$ cat src/rtl/regbus_arbiter.sv
// regbus_arbiter: two-master, one-slave register-bus arbiter.
// Master 0 (FSMC) and master 1 (SPI) share one register bank, with round-robin priority.
// A level request becomes a single-cycle wen/ren strobe to the slave.
// Read data returns to the granted master together with a one-cycle ack pulse.
module regbus_arbiter #(
    parameter int P_WIDTH_ADDR = 16,
    parameter int P_WIDTH_DATA = 16,
    parameter int P_RD_LAT     = 1
) (
    input  logic                    clk,
    input  logic                    rst_n,
    input  logic                    m0_req,
    input  logic                    m0_wr,
    input  logic [P_WIDTH_ADDR-1:0] m0_addr,
    input  logic [P_WIDTH_DATA-1:0] m0_wdata,
    output logic                    m0_ack,
    output logic [P_WIDTH_DATA-1:0] m0_rdata,
    input  logic                    m1_req,
    input  logic                    m1_wr,
    input  logic [P_WIDTH_ADDR-1:0] m1_addr,
    input  logic [P_WIDTH_DATA-1:0] m1_wdata,
    output logic                    m1_ack,
    output logic [P_WIDTH_DATA-1:0] m1_rdata,
    output logic [P_WIDTH_ADDR-1:0] s_addr,
    output logic [P_WIDTH_DATA-1:0] s_wdata,
    output logic                    s_wen,
    output logic                    s_ren,
    input  logic [P_WIDTH_DATA-1:0] s_rdata,
    output logic                    busy
);

    typedef enum logic [1:0] {
        IDLE,
        ISSUE,
        WAIT,
        ACK
    } state_t;

    // The read latency is at most 4, so a 3-bit counter always reaches it.
    localparam logic [2:0] RD_LAT = 3'(P_RD_LAT);

    state_t                  state;
    state_t                  state_next;
    logic                    last_grant;
    logic [2:0]              lat_cnt;
    logic                    cmd_id;
    logic                    cmd_wr;
    logic [P_WIDTH_ADDR-1:0] cmd_addr;
    logic [P_WIDTH_DATA-1:0] cmd_wdata;
    logic                    grant_valid;
    logic                    grant_id;
    logic                    rd_capture;

    // Round-robin choice: a lone requester wins outright, and a tie goes to the master not served last.
    always_comb begin
        grant_valid = m0_req | m1_req;
        grant_id    = (m0_req && m1_req) ? ~last_grant : m1_req;
    end

    // Next-state logic and bus/ack outputs. Strobes fire only in ISSUE, and acks fire only in ACK.
    always_comb begin
        state_next = state;
        s_wen      = 1'b0;
        s_ren      = 1'b0;
        m0_ack     = 1'b0;
        m1_ack     = 1'b0;
        busy       = (state != IDLE);
        rd_capture = 1'b0;
        case (state)
            IDLE: begin
                if (grant_valid) begin
                    state_next = ISSUE;
                end
            end
            ISSUE: begin
                s_wen      = cmd_wr;
                s_ren      = ~cmd_wr;
                state_next = cmd_wr ? ACK : WAIT;
            end
            WAIT: begin
                if (lat_cnt == RD_LAT) begin
                    rd_capture = 1'b1;
                    state_next = ACK;
                end
            end
            ACK: begin
                m0_ack     = ~cmd_id;
                m1_ack     = cmd_id;
                state_next = IDLE;
            end
            default: begin
                state_next = IDLE;
            end
        endcase
    end

    // State register.
    always_ff @(posedge clk) begin
        if (!rst_n) begin
            state <= IDLE;
        end else begin
            state <= state_next;
        end
    end

    // Latch the winning command in IDLE. Later changes on the master's inputs are ignored.
    always_ff @(posedge clk) begin
        if (!rst_n) begin
            last_grant <= 1'b1;
            cmd_id     <= 1'b0;
            cmd_wr     <= 1'b0;
            cmd_addr   <= '0;
            cmd_wdata  <= '0;
        end else if (state == IDLE && grant_valid) begin
            last_grant <= grant_id;
            cmd_id     <= grant_id;
            cmd_wr     <= grant_id ? m1_wr : m0_wr;
            cmd_addr   <= grant_id ? m1_addr : m0_addr;
            cmd_wdata  <= grant_id ? m1_wdata : m0_wdata;
        end
    end

    // Read latency counter. It holds 1 in the first WAIT cycle and counts up until it reaches the slave latency.
    always_ff @(posedge clk) begin
        if (!rst_n) begin
            lat_cnt <= 3'd0;
        end else if (state == ISSUE) begin
            lat_cnt <= 3'd1;
        end else if (state == WAIT) begin
            lat_cnt <= lat_cnt + 3'd1;
        end
    end

    // Capture slave read data for the granted master only. The other master's rdata is left untouched.
    always_ff @(posedge clk) begin
        if (!rst_n) begin
            m0_rdata <= '0;
            m1_rdata <= '0;
        end else if (rd_capture) begin
            if (cmd_id) begin
                m1_rdata <= s_rdata;
            end else begin
                m0_rdata <= s_rdata;
            end
        end
    end

    assign s_addr  = cmd_addr;
    assign s_wdata = cmd_wdata;

endmodule

$ cat config.mk
export PLATFORM = sky130hd
export DESIGN_NAME = regbus_arbiter
export DESIGN_NICKNAME = d
export VERILOG_FILES = /design/src/rtl/regbus_arbiter.sv
export SDC_FILE = /design/constraint.sdc
export NUM_CORES = 1
export LEC_CHECK = 0
export CORE_UTILIZATION = 37
export CTS_BUF_LIST = sky130_fd_sc_hd__clkbuf_2 sky130_fd_sc_hd__clkbuf_4 sky130_fd_sc_hd__clkbuf_8
export DETAILED_ROUTE_END_ITERATION = 8
export PLACE_DENSITY = 0.79
export SETUP_SLACK_MARGIN = 0.5
export SLEW_MARGIN = 5
export SYNTH_ARGS = -nofsm -noshare
export SYNTH_HDL_FRONTEND = slang
export SYNTH_SLANG_ARGS = --single-unit
$ cat constraint.sdc
create_clock -name clk -period 1.5 [get_ports clk]
set_clock_uncertainty 0.15 [all_clocks]
set_input_delay 0.15 -clock clk [delete_from_list [all_inputs] [get_ports clk]]
set_output_delay 0.15 -clock clk [all_outputs]
set_load 0.02 [all_outputs]
==> flow_summary.ini <==
[layout]
fill_cells = 467
syn_to_final_growth_pct = 109
drive_gt1_frac = 0.582
fin_nets = 669
stdcell_area_sq_mm = 0.00628
multi_input_area_sq_mm = 0.00193
seq_area_sq_mm = 0.00153
n_antenna_cell = 0

[clocking]
cts_tree = built
cts_sinks = 72
clockRootBuffer = clkbuf_8
cts.path.max_buffers = 2
clk-insertion-delay-late_ns = 0.34
cts-buffers-inserted = 9
h-tree-depth = 3
clk_pin_slew_ns = 0.09

[sta]
setup_ws_ns = -0.0336
timing.fmax_mhz = 652
setup_viol = 19
slew_headroom = 0.757
period_minus_slack_ns = 1.53
fin_crit_sh = 1.02
hold_viol_final = 0
slew_violations = 0
fin_tns_setup_ns = -0.282
tightestPinTransition_ns = 0.364
rsz0062_at_grt = true

[yosys]
syn_avg_cell_area_sq_um = 8.34
yosys_warnings = 0
synth_top_area_share = 0.479
synth_area_sq_mm = 0.00301
netlist-cell-type-count = 32
seq_area_frac_synth = 0.479
synth-main-ff-cell = dfxtp_1
synthTopCellsByArea = dfxtp_1 48%, a21oi_1 9.5%, o21ai_0 8.8%, nand2_1 6.6%, nand3_1 5.3%
synth_edf_count = 0
synth_top_area_cell = dfxtp_1
async_reset_ff_frac = 0
syn_inst = 361
syn-num-nets = 454
synth_seq_cells = 72

[status]
violations = setup timing
outcome = finished with violations

[worst_setup_path]
r2r_slack_ns = -0.03
r2r_start = state[0]
worstPathArrival_ns = 1.23
cp-startpoint = state[1]
worstRegToRegCells = 7
reg2reg_to = s_wdata[8]
path_max_fanout = 3
end_kind = output port
critPathKind = flop to output port
cp_data_required_time_ns = 1.20
worst_setup_path_start_kind = flop

[pwr]
cellPowerDensity_mw_per_mm2 = 1530
seqPwrFrac = 0.290
vdd_drop_max_mv = 1.11
comb_power_share = 0.509
p_leak_nw = 2.55
p_switching_w = 0.00349
swShare = 0.362
power.internal_w = 0.00615
clock_power_share = 0.201

[global_routing]
grt_pass1_vias = 3454
grt_pass1_wl_um = 16700
grt.total_usage = 0.250
gr-usage-met3 = 0.0738
grt_max_degree = 60
gr-total-overflow = 0
use_met2 = 0.453
antenna_found_initial = 0
gr-usage-met1 = 0.274
top_usage_layer = met2

[placement]
dpl_cell_area_sq_mm = 0.00500
dp_hpwl_um = 6460
gp_congestion = 0.757
portBuffers = 154

[detailed_routing]
drtIter0Drc = 127
vias = 3571
dr.pass1.iters = 4
drt-total-wl_um = 11300
drc = 0
viasPerCell = 5.23
wl_per_cell_um = 16.5
antenna_left = 0

[floorplanning]
initial_utilization = 0.386
core_sq_mm = 0.00781
dieArea_sq_mm = 0.00850
io_pins = 155
die_h_um = 92.2
row_count = 32
fp.dieW_um = 92.2

[flow_run]
maxCapViolCount = 0

[min_path]
hold_path_depth = 4
hold_end = s_addr[14]
hold_class = input port to flop
min-delay-start = rst_n
## timing repair
item / in CTS / in global routing
setup buffers: 33 / 16
endpoints found under the hold margin: 0 / 0
endpoints found under the setup margin: 141 / 141
gates cloned: 6 / 1
hold buffers: 0 / 0
pin swaps: 32 / 16
resized for setup: 530 / 35
## area by class of cell
cell class | count | area share
timing repair buffer | 231 | 0.384
multi-input combinational | 256 | 0.307
sequential | 72 | 0.243
clock buffer | 10 | 0.0219
tap | 102 | 0.0203
clock inverter | 6 | 0.0183
inverter | 6 | 0.00438
## registers in the layout, summed over array words and instances, names as in the netlist
register    cells
m0_rdata       16
state           2
cmd_id          1
s_wdata        16
m1_rdata       16
s_addr         16
cmd_wr          1
last_grant      1
lat_cnt         3
## cell usage in the layout (no fill, tap or decap), types with 15 or more instances in the layout
| cell | netlist | layout |
|---|---|---|
| buf_4 | 0 | 56 |
| nand3_2 | 0 | 17 |
| dfxtp_2 | 0 | 64 |
| a21oi_1 | 57 | 26 |
| nand3_1 | 32 | 15 |
| o21ai_1 | 14 | 45 |
| nand2_1 | 53 | 52 |
| buf_6 | 6 | 76 |
| o21ai_2 | 1 | 19 |
| clkdlybuf4s50_1 | 0 | 82 |
| a21oi_2 | 11 | 30 |
## kinds of logic after synthesis
logic type	Yosys count	synth area share
multiplexers	1	0.00332
XOR/XNOR	1	0.00291
flip-flops	72	0.479
adder cells (fa/ha/maj)	7	0.0291
AO/OA/AOI/OAI	145	0.271
buffers and inverters	36	0.0673
AND/OR/NAND/NOR	99	0.147
## cells in the mapped netlist, drive strengths merged, types with 2 or more instances
library cell	number
a211oi	2
a21oi	68
and2	2
buf	15
clkbuf	15
dfxtp	72
ha	7
inv	6
nand2	53
nand2b	2
nand3	32
nor2	5
o21ai	68
## critical path, stage by stage (launching register included)
cell and delay, ns:
dfxtp_4 0.37, inv_4 0.08, ha_2 0.19, and2_4 0.15
buf_6 0.11
## worst max path at each step
stage | to | slack [ns] | cells after the start
5_1_grt | s_addr[10] | -0.10 | 7
3_3_place_gp | s_wdata[3] | -0.13 | 6
6_report | s_wen | -0.03 | 4
3_5_place_dp | s_wdata[5] | -0.20 | 6
2_1_floorplan | m1_rdata[14] | 0.07 | 7
4_1_cts | s_wen | -0.04 | 4
## per-stage QoR
stage / setup slack, ns / hold WS (ns) / power [W] / instances / utilization
2_1_floorplan: 0.0662 / 0.135 / 0.00476 / 361 / -
6_report: -0.0336 / 0.132 / 0.00964 / 683 / 0.804
5_1_grt: -0.104 / 0.136 / 0.0101 / 683 / 0.804
4_1_cts: -0.0361 / 0.125 / 0.00920 / 666 / 0.767
3_3_place_gp: -0.126 / 0.293 / 0.00608 / 611 / 0.640
3_5_place_dp: -0.196 / 0.298 / 0.00618 / 611 / 0.640
## per-layer routing
metal	part of all wire	wire, um
met5	0	0
met1	0.38	4310
met3	0.081	909
met2	0.52	5870
met4	0.016	183
## power groups by stage
stage / registers, W / logic, W / clock network, W
after CTS: 0.00279 / 0.00447 / 0.00195
after global placement: 0.00267 / 0.00341 / 0
final: 0.00280 / 0.00490 / 0.00194
after global routing: 0.00284 / 0.00516 / 0.00207
after floorplan: 0.00310 / 0.00165 / 0
after detailed placement: 0.00268 / 0.00350 / 0
No activity file was read; power rests on OpenSTA's default activity.
